**src/rtl/neighbor_link_bank.sv**
```systemverilog
// Bank of weighted union-find neighbor links, stepped by the decoder-wide stage.
// Optional NEIGHBOR_LINK_SHRINK_EN adds shrink requests and non-monotonic growth.
module neighbor_link_cell #(
  parameter int WEIGHT_WIDTH = 3
) (
  input  logic                    clk,
  input  logic                    reset,
  input  logic                    load_en,
  input  logic                    grow_en,
  input  logic [WEIGHT_WIDTH-1:0] weight_in,
  input  logic                    grow_a,
  input  logic                    grow_b,
`ifdef NEIGHBOR_LINK_SHRINK_EN
  input  logic                    shrink_a,
  input  logic                    shrink_b,
`endif
  output logic                    fully_grown,
  output logic                    newly_grown
);
  logic [WEIGHT_WIDTH-1:0] weight, growth, growth_next;
  logic [WEIGHT_WIDTH:0]   inc, sum;
  logic                    loaded, grown_next;
`ifdef NEIGHBOR_LINK_SHRINK_EN
  logic [WEIGHT_WIDTH:0]   dec, diff;
`endif

  always_comb begin
    inc = {{WEIGHT_WIDTH{1'b0}}, grow_a} + {{WEIGHT_WIDTH{1'b0}}, grow_b};
    sum = {1'b0, growth} + inc;
`ifdef NEIGHBOR_LINK_SHRINK_EN
    dec  = {{WEIGHT_WIDTH{1'b0}}, shrink_a} + {{WEIGHT_WIDTH{1'b0}}, shrink_b};
    diff = (sum > dec) ? sum - dec : '0;
    growth_next = (diff >= {1'b0, weight}) ? weight : diff[WEIGHT_WIDTH-1:0];
`else
    // saturation also makes an already-full link ignore further growth
    growth_next = (sum >= {1'b0, weight}) ? weight : sum[WEIGHT_WIDTH-1:0];
`endif
    // a link never loaded since reset cannot report grown, even at weight 0
    grown_next = loaded && (growth_next == weight);
  end

  always_ff @(posedge clk) begin
    if (reset) begin
      weight      <= '0;
      growth      <= '0;
      loaded      <= 1'b0;
      fully_grown <= 1'b0;
      newly_grown <= 1'b0;
    end else begin
      newly_grown <= 1'b0;
      if (load_en) begin
        weight      <= weight_in;
        growth      <= '0;
        loaded      <= 1'b1;
        fully_grown <= (weight_in == '0);
      end else if (grow_en) begin
        growth      <= growth_next;
        fully_grown <= grown_next;
        newly_grown <= grown_next & ~fully_grown;
      end
    end
  end
endmodule

module neighbor_link_bank #(
  parameter int NUM_LINKS                 = 4,
  parameter int WEIGHT_WIDTH              = 3,
  parameter int STAGE_WIDTH               = 3,
  parameter int STAGE_IDLE                = 0,
  parameter int STAGE_MEASUREMENT_LOADING = 1,
  parameter int STAGE_GROW                = 2,
  parameter int STAGE_WRITE_TO_MEM        = 6
) (
  input  logic                              clk,
  input  logic                              reset,
  input  logic [STAGE_WIDTH-1:0]            global_stage,
  input  logic [NUM_LINKS*WEIGHT_WIDTH-1:0] weight_in,
  input  logic [NUM_LINKS-1:0]              grow_a,
  input  logic [NUM_LINKS-1:0]              grow_b,
`ifdef NEIGHBOR_LINK_SHRINK_EN
  input  logic [NUM_LINKS-1:0]              shrink_a,
  input  logic [NUM_LINKS-1:0]              shrink_b,
`endif
  output logic [NUM_LINKS-1:0]              fully_grown,
  output logic [NUM_LINKS-1:0]              newly_grown,
  output logic [NUM_LINKS-1:0]              fully_grown_mem
);
  logic [STAGE_WIDTH-1:0] stage, last_stage;
  logic entry, load_en, grow_en, mem_en;

  always_ff @(posedge clk) begin
    if (reset) begin
      stage      <= STAGE_WIDTH'(STAGE_IDLE);
      last_stage <= STAGE_WIDTH'(STAGE_IDLE);
    end else begin
      stage      <= global_stage;
      last_stage <= stage;
    end
  end

  // each stage action fires once, on the first cycle of a stage visit
  assign entry   = (stage != last_stage);
  assign load_en = entry && (stage == STAGE_WIDTH'(STAGE_MEASUREMENT_LOADING));
  assign grow_en = entry && (stage == STAGE_WIDTH'(STAGE_GROW));
  assign mem_en  = entry && (stage == STAGE_WIDTH'(STAGE_WRITE_TO_MEM));

  always_ff @(posedge clk) begin
    if (reset)       fully_grown_mem <= '0;
    else if (mem_en) fully_grown_mem <= fully_grown;
  end

  for (genvar i = 0; i < NUM_LINKS; i++) begin : g_link
    neighbor_link_cell #(.WEIGHT_WIDTH(WEIGHT_WIDTH)) u_cell (
      .clk         (clk),
      .reset       (reset),
      .load_en     (load_en),
      .grow_en     (grow_en),
      .weight_in   (weight_in[i*WEIGHT_WIDTH +: WEIGHT_WIDTH]),
      .grow_a      (grow_a[i]),
      .grow_b      (grow_b[i]),
`ifdef NEIGHBOR_LINK_SHRINK_EN
      .shrink_a    (shrink_a[i]),
      .shrink_b    (shrink_b[i]),
`endif
      .fully_grown (fully_grown[i]),
      .newly_grown (newly_grown[i])
    );
  end
endmodule

```
**config.mk**
```make
export PLATFORM = sky130hd
export DESIGN_NAME = neighbor_link_bank
export DESIGN_NICKNAME = d
export VERILOG_FILES = /design/src/rtl/neighbor_link_bank.sv
export SDC_FILE = /design/constraint.sdc
export NUM_CORES = 1
export LEC_CHECK = 0
export ABC_AREA = 1
export CAP_MARGIN = 30
export CORE_UTILIZATION = 40
export CTS_CLUSTER_DIAMETER = 200
export DETAILED_ROUTE_END_ITERATION = 10
export GPL_ROUTABILITY_DRIVEN = 0
export PLACE_DENSITY_LB_ADDON = 0.1
export SLEW_MARGIN = 20
export SYNTH_ARGS = -nofsm -noshare
export SYNTH_HDL_FRONTEND = slang
export SYNTH_SLANG_ARGS = --single-unit
```
**constraint.sdc**
```tcl
create_clock -name clk -period 2.7 [get_ports clk]
set_input_delay 0.54 -clock clk [delete_from_list [all_inputs] [get_ports clk]]
set_output_delay 0.54 -clock clk [all_outputs]
set_load 0.01 [all_outputs]
```
==> Word level (Yosys, flattened, before mapping) <==
Index checks and enable logic that the tools add are counted.
W data, S select, Z words.
{ "op_classes": {"n_lt_le_gt_ge": 4, "n_reduce_logical": 14, "bitwise": 9, "n_addsub": 8, "eq_ne": 8, "mux": 12} }
{ "ops": {"columns": ["operator", "n"], "rows": [
  ["$add A3 B4 Y4", 4],
  ["$ge A4 B3 Y1", 4],
  ["$eq A3 B3 Y1", 4],
  ["$logic_not A3 Y1", 4],
  ["$mux W3", 4],
  ["$add A1 B1 Y2", 4],
  ["$mux W1", 8],
  ["$logic_and A1 B1 Y1", 7],
  ["$not A1 Y1", 5],
  ["$and A1 B1 Y1", 4],
  ["$eq A3 B1 Y1 const B", 1],
  ["$eq A3 B2 Y1 const B", 1],
  ["$eq A3 B3 Y1 const B", 1],
  ["$ne A3 B3 Y1", 1],
  ["$reduce_or A3 Y1", 1],
  ["$reduce_bool A2 Y1", 1],
  ["$reduce_or A2 Y1", 1]
]} }
{ "word_totals": {"out_inout_bits": 12, "reg_bits": 43, "wordCells": 75, "in_bits": 25} }

==> Logic depth before layout (Yosys ltp) <==
{ "depth": {"ltp_word": 8, "ltp_mapped": 16, "ltp_nobuf": 16} }

==> Cells and area by module <==
A second synthesis with hierarchy kept.
{ "unflattened": {"cells_unflattened": 402, "hier_area_um2": 2757.6} }
{ "modules_own_cells": {"columns": ["mod", "cells_each", "instances", "area_per_inst_um2", "seq_area_each_um2"], "rows": [
  ["neighbor_link_cell (g_link[1].u_cell ...)", 86, 3, 586.8, 180.2],
  ["neighbor_link_cell (g_link[0].u_cell)", 86, 1, 578.1, 180.2],
  ["neighbor_link_bank", 58, 1, 419.2, 200.2]
]} }

==> Worst setup path after synthesis <==
Ideal clock, no wire load.
{ "synth_path": {"path_kind": "input-to-reg", "start": "input grow_a[2]", "end": "register g_link[2].u_cell.fully_grown", "arrival_ps": 2740, "t_required_ps": 2581, "setup_ps": 119, "path_stages": 11, "path_buffers": 0, "setup_slack_ps": -160, "cell_sequence": "ha_1 > ha_1 > fa_1 > ha_1 > a21boi_0 > o21ai_1 > nand3_1 > o21ai_0 > nor2_1 > nand3_1 > a21oi_1"} }
{ "synth_between": {"elab_chain_len": 8} }
{ "synth_lines": {"columns": ["element", "line_no", "text"], "rows": [
  ["start, declared", "78", "input logic [NUM_LINKS-1:0] grow_a,"],
  ["$add A1 B1 Y2 *", "28", "inc = {{WEIGHT_WIDTH{1'b0}}, grow_a} + {{WEIGHT_WIDTH{1'b0}}, grow_b};"],
  ["$add A3 B4 Y4 *", "29", "sum = {1'b0, growth} + inc;"],
  ["$ge A4 B3 Y1", "36", "growth_next = (sum >= {1'b0, weight}) ? weight : sum[WEIGHT_WIDTH-1:0];"],
  ["$mux W3 *", "36", null],
  ["$eq A3 B3 Y1 *", "39", "grown_next = loaded && (growth_next == weight);"],
  ["$logic_and A1 B1 Y1 *", "39", null],
  ["$mux W1 *", "56", "end else if (grow_en) begin"],
  ["$mux W1 *", "51", "if (load_en) begin"],
  ["end signal, assigned", "55", "fully_grown <= (weight_in == '0);"],
  ["end signal, assigned", "58", "fully_grown <= grown_next;"],
  ["end, declared", "17", "output logic fully_grown,"]
]} }
Every way passes the cells marked *; elsewhere a longest branch is shown, timed or not. The select of a mux whose other input is x is not followed.
A chain may end at the register's enable or synchronous reset.

==> Worst setup path in the final report <==
{ "layout_path": {"start": "input grow_a[0]", "end": "register g_link[0].u_cell.fully_grown"} }
{ "layout_between": {"elab_chain_len": 8} }
{ "layout_lines": {"columns": ["element", "line_no"], "rows": [
  ["$add A1 B1 Y2 *", "28"],
  ["$add A3 B4 Y4 *", "29"],
  ["$ge A4 B3 Y1", "36"],
  ["$mux W3 *", "36"],
  ["$eq A3 B3 Y1 *", "39"],
  ["$logic_and A1 B1 Y1 *", "39"],
  ["$mux W1 *", "56"],
  ["$mux W1 *", "51"],
  ["end signal, assigned", "55"],
  ["end signal, assigned", "58"],
  ["end, declared", "17"]
]} }
Marks and branches as above.

==> summary.md <==
| Metric | Value |
|---|---|
| Final setup viols | 0 |
| Commonest cells after routing, fill and taps aside | dfxtp_1 (43), nand2_1 (42), buf_4 (37), inv_1 (36), o21ai_0 (35) |
| Least-Margin Pin Slew | 541.9 ps |
| CP Max Fanout | 5 |
| Total number of vias | 2,403 |
| Mean Syn Cell Area | 7.504 um^2 |
| DRT Pass-1 Iters | 4 |
| Worst path top cell family by delay | adder cells |
| Root Buffer | clkbuf_8 |
| H-tree levels | 2 |
| Area of the multi-input gates | 0.001632 mm^2 |
| Tcrit/Tclk final | 0.9621 |
| Vias/cell | 4.975 |
| Filler cell count | 601 |
| Ant diodes | 0 |
| Vias in the first global route | 2,236 |
| Bufs on Longest Clock Path | 2 |
| Critical Path RT | 2900 ps |
| Fmax | 384.9 MHz |
| Yosys Warn Count | 0 |
| Fin crit period | 2598 ps |
| Clock transition at path regs | 90 ps |
| IO Count | 37 |
| Height of the die | 81.86 um |
| Synthesized net count | 393 |
| Register area share after synthesis | 0.3374 |
| Fin Setup TNS | 0 ps |
| Residual DRC count | 0 |
| Unique masters post-synth | 26 |
| CTS tree | yes |
| Pwr Density | 512.2 mW/mm^2 |
| Register area | 860.8 um^2 |
| Fin area | 0.003508 mm^2 |
| Wire length per cell | 12.21 um |
| Final Max Tran Viols | 0 |
| Crit path capture type | register |
| Hold_buf cts | 0 |
| Tightest Hold Check Type | register to register |
| Placed cell area | 0.003153 mm^2 |
| CP max stage delay | 580 ps |
| Initial DRC Count | 78 |
| PortBufs | 36 |
| Status | complete, no violations |
| Critical Path Source Type | primary input |
| Initial Utilization | 0.4234 |
| Final net count | 460 |
| First-pass GRT wire length | 9.942 mm |
| Final Skew | 7.470 ps |
| Max-cap violation count | 0 |
| DP Wirelength | 4.256 mm |
| Max-slew headroom | 0.6379 |
| Num CTS Buffers | 5 |
| Core Util, Final | 0.5822 |
| Crit-path cells | clkdlybuf4s15_1, ha_1, ha_2, fa_2, ha_4, a21boi_4, o21ai_4, buf_4, nand4_1, nand2_1, nor2_2, nand3_1, a21oi_1 |
| Final hold violation count | 0 |
| Die Wd | 81.86 um |
| # rows | 28 |
| Most common cell after layout, fill and taps aside | dfxtp_1 |
| VDD IR max | 0.2907 mV |
| Clock Sinks | 43 |
| Final wirelength | 5.897 mm |
| Core ar. | 0.006026 mm^2 |
| Area Overhead vs Synth | 37.52% |
| Yosys reg bits | 43 |
| Share of layout cells above drive strength 1 | 0.2353 |
| Initial antenna violation count | 0 |
| Area of the mapped netlist | 0.002551 mm^2 |
| Die area | 0.006701 mm^2 |
| Mapped Cells | 340 |
| Worst setup path class | primary input to register |
| Largest net degree at the start of global routing | 27 |
| GRT Overall Usage | 0.1915 |
| Crit path DAT | 2800 ps |
| Crit path buf inv count | 2 |
| Total grt overflow | 0 |
| DRT antenna net count | 0 |
| RSZ-0062 raised after global routing | false |
| Leak | 1.588 nW |
| Worst-skew pair later-pin latency | 300 ps |
| Worst-path cell with the longest stage delay | fa_2 |
==> kinds of logic (layout without fill, tap and decap cells) <==
kind of cell / after synthesis / count (layout) / share of synthesized area
buffers and inverters: 57 / 125 / 0.09956
XOR/XNOR: 7 / 7 / 0.02403
AND/OR/NAND/NOR: 130 / 130 / 0.2369
AO/OA/AOI/OAI: 75 / 75 / 0.1530
adder cells (fa/ha/maj): 28 / 28 / 0.1491
flip-flops: 43 / 43 / 0.3374
==> worst reg2reg max path: stages, from the launching register on <==
cell      delay, ps
dfxtp_1         370
ha_2            200
fa_1            450
ha_1            300
a21boi_2        160
o21ai_2         140
buf_6           150
nand3_4          70
o21ai_2         130
nor2_2           50
nand3_1          60
a21oi_1          60
==> report_power, final <==
group,switching (mW),internal [mW],leakage (nW)
logic,0.295,0.285,1.18
clock network,0.238,0.281,0.0587
registers,0.0317,0.667,0.351
total,0.564,1.23,1.59
==> Yosys cell counts (all sizes together) <==
library cell	n	area share
nand2	46	0.069
o21ai	44	0.086
dfxtp	43	0.34
inv	42	0.062
nor2	42	0.068
ha	24	0.12
a21oi	23	0.045
nand4	21	0.051
nand3	14	0.031
buf	13	0.035
nor3	7	0.018
xnor2	7	0.024
a31oi	4	0.0098
fa	4	0.031
a21boi	3	0.0088
clkbuf	2	0.0029
a211oi	1	0.0029
==> layout make-up <==
type                            instances  share of cell area
Clock buffer                            5             0.01961
Clock inverter                          3             0.01355
Inverter                               42             0.04494
Multi-Input combinational cell        240              0.4650
Sequential cell                        43              0.2454
Tap cell                               75             0.02675
Timing Repair Buffer                   75              0.1847
==> final timing paths <==
kind / start / cells past startpoint / slack, ps / endpoint
min reg2reg: stage[1] / 2 / 480 / last_stage[1]
max reg2reg: g_link[2].u_cell.growth[0] / 11 / 470 / g_link[2].u_cell.fully_grown
max: grow_a[0] / 13 / 100 / g_link[0].u_cell.fully_grown
min: stage[1] / 2 / 480 / last_stage[1]
==> layer usage <==
| metal | global-route usage | share of wire | vias up |
|---|---|---|---|
| met5 | 0 | 0 | - |
| met4 | 0.05263 | 0.0095 | 0 |
| met3 | 0.04444 | 0.044 | 7 |
| met2 | 0.3091 | 0.46 | 41 |
| met1 | 0.2535 | 0.49 | 1081 |
| li1 | - | - | 1274 |
==> sequential cells by signal (all words and copies together), names as in the netlist <==
name / cells
g_link.u_cell.loaded: 1
last_stage: 3
g_link.u_cell.fully_grown: 4
g_link.u_cell.growth: 12
stage: 3
g_link.u_cell.newly_grown: 4
g_link.u_cell.weight: 12
fully_grown_mem: 4
==> timing repair <==
item                                   in CTS  in global routing
resized for setup                          31                 30
setup buffers                               7                  2
setup endpoints to repair                  20                 18
endpoints found under the hold margin       0                  0
pin swaps                                  35                 28
==> stage by stage <==
step / instances / power (mW) / setup slack (ps) / hold slack [ps]
after detailed placement: 466 / 1.178 / -568.9 / 459.5
final: 483 / 1.797 / 102.2 / 478.4
after CTS: 481 / 1.743 / 1.861 / 481.9
after global routing: 483 / 1.920 / 8.290 / 511.4
after global placement: 466 / 1.173 / -554.8 / 458.1
after floorplan: 340 / 0.9950 / 0.6419 / 423.4
Note: power is estimated with default switching activity, not from simulation.
